[config.mk]
export PLATFORM = sky130hd
export DESIGN_NAME = mips_cpu_mem_access
export DESIGN_NICKNAME = d
export VERILOG_FILES = /design/src/rtl/mips_cpu_mem_access.sv
export SDC_FILE = /design/constraint.sdc
export NUM_CORES = 1
export LEC_CHECK = 0
export CAP_MARGIN = 5
export CORE_MARGIN = 5
export CORE_UTILIZATION = 25
export CTS_CLUSTER_DIAMETER = 40
export DETAILED_ROUTE_END_ITERATION = 7
export PLACE_DENSITY = 0.51
export SYNTH_ARGS = -nofsm -noshare
export SYNTH_HDL_FRONTEND = slang
export SYNTH_SLANG_ARGS = --single-unit
[constraint.sdc]
create_clock -name clk -period 6.2 [get_ports clk]
set_clock_uncertainty 0.15 [all_clocks]
set_input_delay 1.24 -clock clk [delete_from_list [all_inputs] [get_ports clk]]
set_output_delay 1.24 -clock clk [all_outputs]
set_load 0.005 [all_outputs]
[src/rtl/mips_cpu_mem_access.sv]
// Data-memory access stage: runs one load or store as an Avalon-MM master and stalls the core while busy.
// Loads return the raw aligned word plus addr[1:0]; lane extraction happens in the regfile.
module mips_cpu_mem_access #(
   parameter int WAIT_TIMEOUT = 255
) (
   input  logic        clk,
   input  logic        rst,
   input  logic        start,
   input  logic [5:0]  opcode,
   input  logic [31:0] addr,
   input  logic [31:0] store_data,
   output logic        busy,
   output logic        done,
   output logic [31:0] load_data,
   output logic [1:0]  vaddr,
   output logic        misaligned,
   output logic        bus_err,
   output logic [31:0] avm_address,
   output logic        avm_read,
   output logic        avm_write,
   output logic [3:0]  avm_byteenable,
   output logic [31:0] avm_writedata,
   input  logic        avm_waitrequest,
   input  logic [31:0] avm_readdata
);

   localparam logic [5:0] OP_LB  = 6'b100000, OP_LH  = 6'b100001, OP_LW  = 6'b100011;
   localparam logic [5:0] OP_LHU = 6'b100101, OP_SB  = 6'b101000, OP_SH  = 6'b101001;
   localparam logic [5:0] OP_SW  = 6'b101011;

   localparam int CW = $clog2(WAIT_TIMEOUT + 2);
   localparam logic [CW-1:0] WAIT_LAST = (WAIT_TIMEOUT == 0) ? '0 : CW'(WAIT_TIMEOUT - 1);

   typedef enum logic [2:0] {IDLE, READ, READ_DATA, WRITE, FINISH} state_t;
   typedef enum logic [1:0] {RES_OK, RES_MIS, RES_ERR} res_t;

   state_t        state, state_n;
   res_t          res, res_n;
   logic [CW-1:0] wait_cnt, cnt_n;
   logic          is_load, is_store, fault, timeout_hit;
   logic          latch_req, latch_va, capture;
   logic [3:0]    be_n;
   logic [31:0]   wd_n;

   // lb..lwr occupy 100000-100110; 100111 is not a load
   assign is_load     = (opcode[5:3] == 3'b100) && (opcode[2:0] != 3'b111);
   assign is_store    = (opcode == OP_SB) || (opcode == OP_SH) || (opcode == OP_SW);
   assign timeout_hit = (WAIT_TIMEOUT != 0) && (wait_cnt == WAIT_LAST);

   always_comb begin
      fault = 1'b0;
      case (opcode)
         OP_LH, OP_LHU, OP_SH: fault = addr[0];
         OP_LW, OP_SW:         fault = |addr[1:0];
         default:              fault = 1'b0;
      endcase
   end

   always_comb begin
      be_n = 4'b1111;
      wd_n = '0;
      case (opcode)
         OP_SB: begin
            be_n = 4'b0001 << addr[1:0];
            wd_n = {4{store_data[7:0]}};
         end
         OP_SH: begin
            be_n = addr[1] ? 4'b1100 : 4'b0011;
            wd_n = {2{store_data[15:0]}};
         end
         OP_SW:   wd_n = store_data;
         default: ;
      endcase
   end

   always_ff @(posedge clk or posedge rst) begin
      if (rst) state <= IDLE;
      else     state <= state_n;
   end

   always_comb begin
      state_n    = state;
      res_n      = res;
      cnt_n      = wait_cnt;
      latch_req  = 1'b0;
      latch_va   = 1'b0;
      capture    = 1'b0;
      avm_read   = 1'b0;
      avm_write  = 1'b0;
      done       = 1'b0;
      misaligned = 1'b0;
      bus_err    = 1'b0;
      busy       = (state != IDLE);
      case (state)
         IDLE: begin
            cnt_n = '0;
            if (start && (is_load || is_store)) begin
               latch_va = 1'b1;
               if (fault) begin
                  state_n = FINISH;
                  res_n   = RES_MIS;
               end else begin
                  state_n   = is_load ? READ : WRITE;
                  res_n     = RES_OK;
                  latch_req = 1'b1;
               end
            end
         end
         READ, WRITE: begin
            avm_read  = (state == READ);
            avm_write = (state == WRITE);
            if (!avm_waitrequest) begin
               state_n = (state == READ) ? READ_DATA : FINISH;
               cnt_n   = '0;
            end else if (timeout_hit) begin
               // abandon the access; load_data keeps its previous value
               state_n = FINISH;
               res_n   = RES_ERR;
               cnt_n   = '0;
            end else begin
               cnt_n = wait_cnt + CW'(1);
            end
         end
         READ_DATA: begin
            capture = 1'b1;
            state_n = FINISH;
         end
         FINISH: begin
            done       = (res == RES_OK);
            misaligned = (res == RES_MIS);
            bus_err    = (res == RES_ERR);
            state_n    = IDLE;
         end
         default: state_n = IDLE;
      endcase
   end

   always_ff @(posedge clk or posedge rst) begin
      if (rst) begin
         res            <= RES_OK;
         wait_cnt       <= '0;
         load_data      <= '0;
         vaddr          <= '0;
         avm_address    <= '0;
         avm_byteenable <= '0;
         avm_writedata  <= '0;
      end else begin
         res      <= res_n;
         wait_cnt <= cnt_n;
         if (latch_va) vaddr <= addr[1:0];
         if (latch_req) begin
            avm_address    <= {addr[31:2], 2'b00};
            avm_byteenable <= be_n;
            avm_writedata  <= wd_n;
         end
         if (capture) load_data <= avm_readdata;
      end
   end

endmodule

Word level (Yosys, flattened, before mapping) --
Cells that the tools add are included.
Cells by class: mux-type cells 30, add/sub/neg operators 1, shift-type cells 1, reductions and logical operators 15, eq/ne operators 19
Operators with widths (number):
- 32-bit one-hot mux with 3 select lines | 1
- 6-bit equality test (second input constant) | 6
- 9-bit 2-to-1 mux | 2
- 9-bit one-hot mux with 2 select lines | 1
- 3-bit 2-to-1 mux | 5
- 1-bit 2-to-1 mux | 12
- 9-bit by 1-bit adder with 9-bit output (second input constant) | 1
- 9-bit by 8-bit equality test with 1-bit output (second input constant) | 1
- 3-bit one-hot mux with 3 select lines | 1
- 2-bit 2-to-1 mux | 4
- 4-bit one-hot mux with 2 select lines | 1
- 3-bit by 2-bit equality test with 1-bit output (second input constant) | 2
- 3-bit equality test (second input constant) | 2
- 2-bit inequality test (second input constant) | 3
- 3-bit inequality test (second input constant) | 2
- 2-bit OR reduction | 3
- 4-bit 2-to-1 mux | 1
- 2-bit one-hot mux with 2 select lines | 1
- 4-bit AND reduction | 1
- 1-bit by 2-bit << shifter with 4-bit output (first input constant) | 1
- 3-bit by 1-bit equality test with 1-bit output (second input constant) | 1
- 3-bit logical NOT | 1
- 1-bit logical OR | 3
- 3-bit nonzero test | 1
- 8 further kinds | 9
Storage, ports and cells: word-level logic and storage cells 74, input bits 106, output and inout bits 108, bits in registers 114

Longest topological paths before layout --
Gate-level depths: netlist of the first run.
depth in word-level cells 7, depth in mapped cells 6, gate-level depth less buffers 6

Worst setup path after synthesis of the first run --
No wires, ideal clock.
path kind input port to flip-flop, start point input port opcode[5], end point register avm_address[2], slack 3437 ps, required time 5922 ps, cell stages on the path 6, arrival 2486 ps, buffers on the path 2, library setup time 128 ps, path through nor2b_1 o2111ai_2 a211oi_2 buf_4 buf_6 mux2_1
Between the ends: cells in the longest elaborated chain, start to end 7, elaborated cells on any way between the ends 18, classes of those cells eq/ne: 7; mux: 4; reduce/logical: 7
RTL lines:
- start, declared | line 9 | input logic [5:0] opcode,
- parallel branches: the longest is 5 deep, another holds 6-bit equality test
- 1-bit 2-to-1 mux * | line 97 | if (start && (is_load || is_store)) begin
- 1-bit 2-to-1 mux * | line 94 | case (state)
- end signal, assigned | line 152 | avm_address <= {addr[31:2], 2'b00};
- end, declared | line 18 | output logic [31:0] avm_address,
Mark *: on every way between the ends. A chain may end at the register's enable or synchronous reset.

Final worst setup path of the first run --
start point input port opcode[0], end point register avm_address[25]
Same word-level chain as after synthesis.

==> results of run 1 <==
==> cell type report <==
class                   count  share of cell area (%)
flip-flops and latches    114                   35.48
repair buffers            216                   26.74
multi-input cells         225                   25.01
clock buffers              20                   5.805
well taps                 270                   4.202
clock inverters            12                   1.945
inverters                  17                  0.8248
==> through the flow <==
| stage | area (um^2) | hold slack (ns) | setup slack (ns) |
|---|---|---|---|
| after floorplan | 5040 | 0.3328 | 1.794 |
| after global placement | 7417 | 0.3170 | 1.869 |
| after detailed placement | 7417 | 0.3240 | 1.766 |
| after CTS | 8040 | 0.3375 | 2.211 |
| after global routing | 8040 | 0.3536 | 2.038 |
| final | 8040 | 0.3323 | 2.220 |
==> Yosys cell counts, types with 2 or more instances <==
cell,count,area (um^2)
dfrtp_1,114,2853
buf_1,2,7.510
o2bb2ai_1,16,140.1
buf_6,4,45.04
mux2_1,24,270.3
nor3_1,3,15.01
o21ai_0,12,60.06
clkbuf_1,4,15.01
nand2_1,14,52.55
nand2b_1,3,18.77
ha_1,2,25.02
and3_1,3,18.77
inv_1,16,60.06
or3_1,4,25.02
mux2i_1,18,180.2
a22o_1,8,70.07
buf_2,7,35.03
nor2_1,9,33.78
nand4_1,3,18.77
xnor2_1,3,26.28
nor3b_1,3,22.52
mux2_2,68,765.7
buf_4,3,22.52
a21boi_0,2,15.01
a21oi_1,5,25.02
nor2b_1,2,12.51
nor3_2,2,20.02
==> logic make-up (layout without fill, tap and decap cells) <==
| group | Yosys count | in the layout | synth area share (%) |
|---|---|---|---|
| buffers and inverters | 37 | 265 | 3.751 |
| adder cells (fa/ha/maj) | 2 | 2 | 0.4968 |
| multiplexers | 110 | 110 | 24.15 |
| XOR/XNOR | 4 | 4 | 0.6958 |
| AO/OA/AOI/OAI | 54 | 54 | 8.199 |
| AND/OR/NAND/NOR | 53 | 53 | 5.987 |
| flip-flops | 114 | 114 | 56.65 |
| other | 1 | 2 | 0.07446 |
==> how the worst max path moves through the flow <==
stage / from / to / slack (ns)
after global routing: opcode[0] / avm_address[25] / 2.04
after CTS: opcode[0] / avm_writedata[27] / 2.21
after global placement: opcode[0] / avm_address[29] / 1.87
after detailed placement: opcode[0] / avm_writedata[27] / 1.77
final: opcode[0] / avm_address[25] / 2.22
after floorplan: rst / avm_address[10] / 1.79
==> flip-flops by register name (all words and copies together), names as in the netlist <==
name / flops
avm_writedata: 32
avm_byteenable: 4
state: 3
wait_cnt: 9
avm_address: 30
vaddr: 2
res: 2
load_data: 32
==> critical path, stage by stage <==
cell and delay (ns):
clkdlybuf4s50_1 0.96, mux2i_1 0.31, o2111ai_2 0.20, a211oi_4 0.19
buf_4 0.72, mux2_2 0.41
==> layer usage <==
layer / vias up / wire, um
li1: 1791 / -
met1: 1891 / 6327
met2: 163 / 6818
met3: 13 / 1296
met4: 0 / 181
met5: - / 0
==> power by group through the flow <==
stage | clock, mW | combinational [mW] | sequential (mW)
after floorplan | 0 | 0.402 | 1.18
after global placement | 0 | 1.12 | 1.17
after detailed placement | 0 | 1.13 | 1.18
after CTS | 1.05 | 1.14 | 1.17
after global routing | 1.07 | 1.20 | 1.21
final | 1.02 | 1.11 | 1.17
==> cell usage in the layout, fill, tap and decap left out, types with 2 or more instances in the layout <==
| cell | count |
|---|---|
| clkdlybuf4s50_1 | 211 |
| dfrtp_1 | 114 |
| mux2_2 | 68 |
| mux2_1 | 24 |
| mux2i_1 | 18 |
| clkbuf_16 | 17 |
| o2bb2ai_1 | 16 |
| inv_1 | 15 |
| nand2_1 | 14 |
| o21ai_0 | 12 |
| nor2_1 | 9 |
| a22o_1 | 8 |
| a21oi_1 | 5 |
| buf_4 | 5 |
| or3_1 | 4 |
| clkinvlp_4 | 4 |
| nor3_2 | 3 |
| nand4_1 | 3 |
| nor3b_1 | 3 |
| xnor2_1 | 3 |
| nand2b_1 | 3 |
| and3_1 | 3 |
| clkinv_4 | 3 |
| bufinv_16 | 3 |
| clkbuf_8 | 3 |
| a21boi_0 | 2 |
| nor2b_1 | 2 |
| nor3_1 | 2 |
| ha_1 | 2 |
| conb_1 | 2 |
| clkinv_2 | 2 |
==> flow_summary_export.csv, run 1 <==
group,metric,value,unit
worst_setup_path,crit_path_end_kind,"flop",
global_route,grt_pass1_wl,23140,um
synth,netlist_area,5036,um^2
clock_network,cts_tree,"yes",
placement,place_hpwl,10640,um
pwr,cellInternalPower,2.424,mW
timing,final_hold_viol_count,0,
finish,fin_cells,874,
outcome,outcome,"complete, no violations",
die,num_rows,52,
synth,async_flop_share,100.0,%
clock_network,clock_latency,0.40,ns
synth,synth_edf_count,0,
synth,yosysSeqAreaShare,56.65,%
synth,synthFlopType,"dfrtp_1",
global_route,grt_overflow,0,
pwr,p_per_area,409.8,nW/um^2
clock_network,post-cts-setup-buffers,0,
pwr,p_comb_share,33.7,%
die,core-area,20040,um^2
placement,io_buffers,211,
clock_network,clockRootBuffer,"clkbuf_16",
hold_path,hold_class,"reg2reg",
timing,fmax,251.3,MHz
clock_network,cts.path.max_buffers,2,
worst_setup_path,cp.arrival,4.12,ns
detailed_routing,first_pass_iters,4,
finish,area_growth,59.65,%
detailed_routing,viasPerCell,4.414,
pwr,p_total,3.295,mW
global_route,grt_busiest_layer,"met2",
timing,finalSetupViolations,0,
global_route,grt_pass1_vias,4200,
timing,slew_headroom,33.55,%
detailed_routing,drt_iter0_drc,203,
job,maxCapViolCount,0,
die,initial_utilization,25.13,%
finish,drive_gt1_share,19.21,%
detailed_routing,drc,0,
timing,fin_crit,3.980,ns
pwr,irDropWorstVdd,183.4,uV
detailed_routing,vias,3858,
die,fp.dieH,151.9,um
global_route,met2_usage,19.83,%
hold_path,min-delay-start,"avm_address[10]",
clock_network,cts_hold_buf,0,
hold_path,min_path_cells,1,
timing,maxSlewViolCount,0,
worst_setup_path,required,6.34,ns
detailed_routing,finalWirelength,14620,um
synth,syn_inst,375,
synth,post_synth.cell_area_avg,13.43,um^2
finish,seq_area,2853,um^2
hold_path,min_to,"avm_address[10]",
clock_network,htree_levels,4,
worst_setup_path,r2r_slack,3.56,ns
global_route,met1_usage,15.56,%
die,io_pins,214,
timing,post-route-period-util,64.19,%
worst_setup_path,reg2reg_depth,5,
pwr,power_frac_clock,30.9,%
pwr,cellLeakagePower,3.303,nW
synth,yosysWarnings,0,
finish,diodes,0,
timing,rsz0062_at_grt,"no",
finish,multi_input_area,2011,um^2
global_route,grtUsageMet3,5.290,%
timing,setup_tns,0,ns
worst_setup_path,cp-start-kind,"primary input",
finish,fin_nets,699,
synth,synth_cell_types,48,
worst_setup_path,crit_type,"in2reg",
synth,synth-seq-cells,114,
detailed_routing,drtAntennaViolNets,0,
timing,tightest_slew,0.9908,ns
global_route,track_usage,12.54,%
finish,utilization,40.12,%
detailed_routing,wire_per_inst,16.73,um
worst_setup_path,r2r_end,"avm_address[25]",
clock_network,cts.clk_slew.worst_paths,0.05,ns
finish,nFillCells,1956,
die,die_w,151.9,um
worst_setup_path,reg2reg_from,"state[2]",
pwr,swShare,26.43,%
placement,dp_cells,842,
pwr,power_switching,0.8707,mW
clock_network,cts_resized,0,
clock_network,cts_num_sinks,114,
die,die_area,23080,um^2
pwr,seq_power_share,35.4,%
global_route,grt_max_degree,70,
global_route,antenna_found_initial,0,
worst_setup_path,path_max_fanout,67,
clock_network,cts_buffers,17,
placement,place.gp.congestion,0.7340,
Power figures use the tool's default switching activity.
==> run 2: changes to the inputs <==
- PLACE_DENSITY: 0.51 -> 0.53
- clock period: 6.2 -> 3.45 ns (I/O delays scaled with it)
==> run 2 against run 1 <==
Compared with the run above:
- sequential share of layout area down 0.29 points
- non-clock buffer count up 4
- combinational power up 82%
- power up 81%
- flip-flop and latch count unchanged
- worst hold slack better by 0.0038 ns
- clock power up 80%
- setup slack worse by 1.6 ns
- register-to-register slack worse by 2.4 ns
- global-route usage up 0.60 points
==> flow_summary_export.csv, run 2 (synthesized netlist as in run 1, its figures left out) <==
group,metric,value,unit
clock_network,cts.path.max_buffers,2,
global_route,grt_max_degree,48,
placement,place.gp.congestion,0.7782,
detailed_routing,finalWirelength,14980,um
timing,rsz0062_at_grt,"no",
clock_network,post-cts-setup-buffers,0,
detailed_routing,wire_per_inst,17.06,um
detailed_routing,drt_iter0_drc,175,
worst_setup_path,reg2reg_depth,5,
hold_path,min_path_cells,1,
global_route,grt_pass1_vias,4259,
finish,reg_top3,"avm_writedata: 32 flops, load_data: 32 flops, avm_address: 30 flops",
clock_network,cts_buffers,17,
hold_path,min-delay-start,"avm_address[5]",
timing,hold-worst-slack,0.3361,ns
finish,drive_gt1_share,19.74,%
worst_setup_path,crit_path_end_kind,"output port",
placement,placed_area,7486,um^2
pwr,cellLeakagePower,3.338,nW
finish,nFillCells,1916,
detailed_routing,viasPerCell,4.448,
timing,tightest_slew,0.8415,ns
hold_path,min_to,"avm_address[5]",
timing,finalSetupViolations,0,
die,core-area,20040,um^2
worst_setup_path,slowest_stage,"clkdlybuf4s50_1",
worst_setup_path,required,2.61,ns
timing,fin_ws,0.6128,ns
placement,place_hpwl,11110,um
worst_setup_path,r2r_end,"avm_address[29]",
worst_setup_path,cp.arrival,2.00,ns
die,fp.dieH,151.9,um
placement,io_buffers,211,
clock_network,cts_tree,"yes",
detailed_routing,drtAntennaViolNets,0,
worst_setup_path,path_max_fanout,11,
worst_setup_path,r2r_slack,1.17,ns
die,die_area,23080,um^2
global_route,grt_overflow,0,
worst_setup_path,crit_chain,"nor2_1, nand2_1, nor3b_1, clkdlybuf4s50_1",
die,num_rows,52,
clock_network,cts_resized,0,
pwr,p_per_area,734.5,nW/um^2
clock_network,clock_latency,0.41,ns
clock_network,cts.clk_slew.worst_paths,0.06,ns
worst_setup_path,reg2reg_from,"state[2]",
finish,final_cell_mix,"clkdlybuf4s50_1 (211), dfrtp_1 (114), mux2_2 (68), mux2_1 (24), mux2i_1 (18)",
finish,fin_area,8107,um^2
timing,maxSlewViolCount,0,
timing,final_hold_viol_count,0,
worst_setup_path,critPathMaxStageDelay,0.54,ns
placement,preCtsSetupSlack,0.5332,ns
timing,setup_tns,0,ns
timing,fmax,352.5,MHz
pwr,irDropWorstVdd,352.0,uV
hold_path,hold_class,"reg2reg",
detailed_routing,drc,0,
timing,post-route-period-util,82.24,%
global_route,antenna_found_initial,1,
finish,diodes,0,
worst_setup_path,cp-start-kind,"flop",
detailed_routing,vias,3905,
global_route,track_usage,13.14,%
outcome,outcome,"complete, no violations",
die,initial_utilization,25.13,%
timing,slew_headroom,43.78,%
finish,fin_nets,703,
detailed_routing,first_pass_iters,4,
clock_network,clockRootBuffer,"clkbuf_16",
finish,area_growth,60.97,%
timing,fin_crit,2.837,ns
die,die_w,151.9,um
global_route,grt_pass1_wl,24040,um
job,maxCapViolCount,0,
clock_network,cts_num_sinks,114,
clock_network,cts_hold_buf,0,
clock_network,htree_levels,4,
die,io_pins,214,
finish,mostFrequentLayoutCell,"clkdlybuf4s50_1",
worst_setup_path,crit_type,"reg2out",
[run 2: changes by cell type in the layout (fill, tap and decap cells not counted), sizes merged]
cell	delta
buf	+4
clkinv	+3
clkbuf	-2
clkinvlp	-2
inv	+1
[run 2: cell type report]
class	instances	area [um^2]	share of cell area [%]
clock inverter	14	181.4	2.238
multi-input combinational	225	2011	24.80
clock buffer	18	439.2	5.418
inverter	17	67.56	0.8335
tap	270	337.8	4.167
timing repair buffer	220	2217	27.35
sequential	114	2853	35.19
[run 2: critical path, delay by kind of cell, from the launching register on]
family                 cells  cell delay [ns]
flip-flops                 1             0.52
buffers and inverters      1             0.54
AND/OR/NAND/NOR            3             0.52
[run 2: layer usage]
layer | global-route usage (%) | part of all wire, %
met1 | 15.21 | 41
met2 | 21.42 | 49
met3 | 6.485 | 8.9
met4 | 4.195 | 1.7
met5 | 0 | 0.087
[run 2: worst max path at each step]
stage / depth (start not counted) / slack [ns] / from / to
floorplan: 1 / 1.22 / rst / avm_address[10]
global placement: 6 / 0.59 / opcode[0] / avm_address[3]
detailed placement: 6 / 0.53 / opcode[0] / avm_address[27]
CTS: 4 / 0.59 / state[0] / misaligned
global route: 4 / 0.48 / state[0] / bus_err
finish: 4 / 0.61 / state[0] / misaligned
[run 2: where the power goes]
| part | internal (mW) | switching (mW) | leakage (nW) |
|---|---|---|---|
| logic | 1.35 | 0.672 | 1.60 |
| clock network | 1.17 | 0.670 | 0.301 |
| registers | 1.82 | 0.278 | 1.43 |
[run 2: through the flow]
stage	power, mW	utilization, %	instances
finish	5.954	40.45	878
global route	6.297	40.45	878
CTS	6.064	40.45	878
detailed placement	4.174	37.36	846
global placement	4.135	37.36	846
floorplan	2.836	-	376
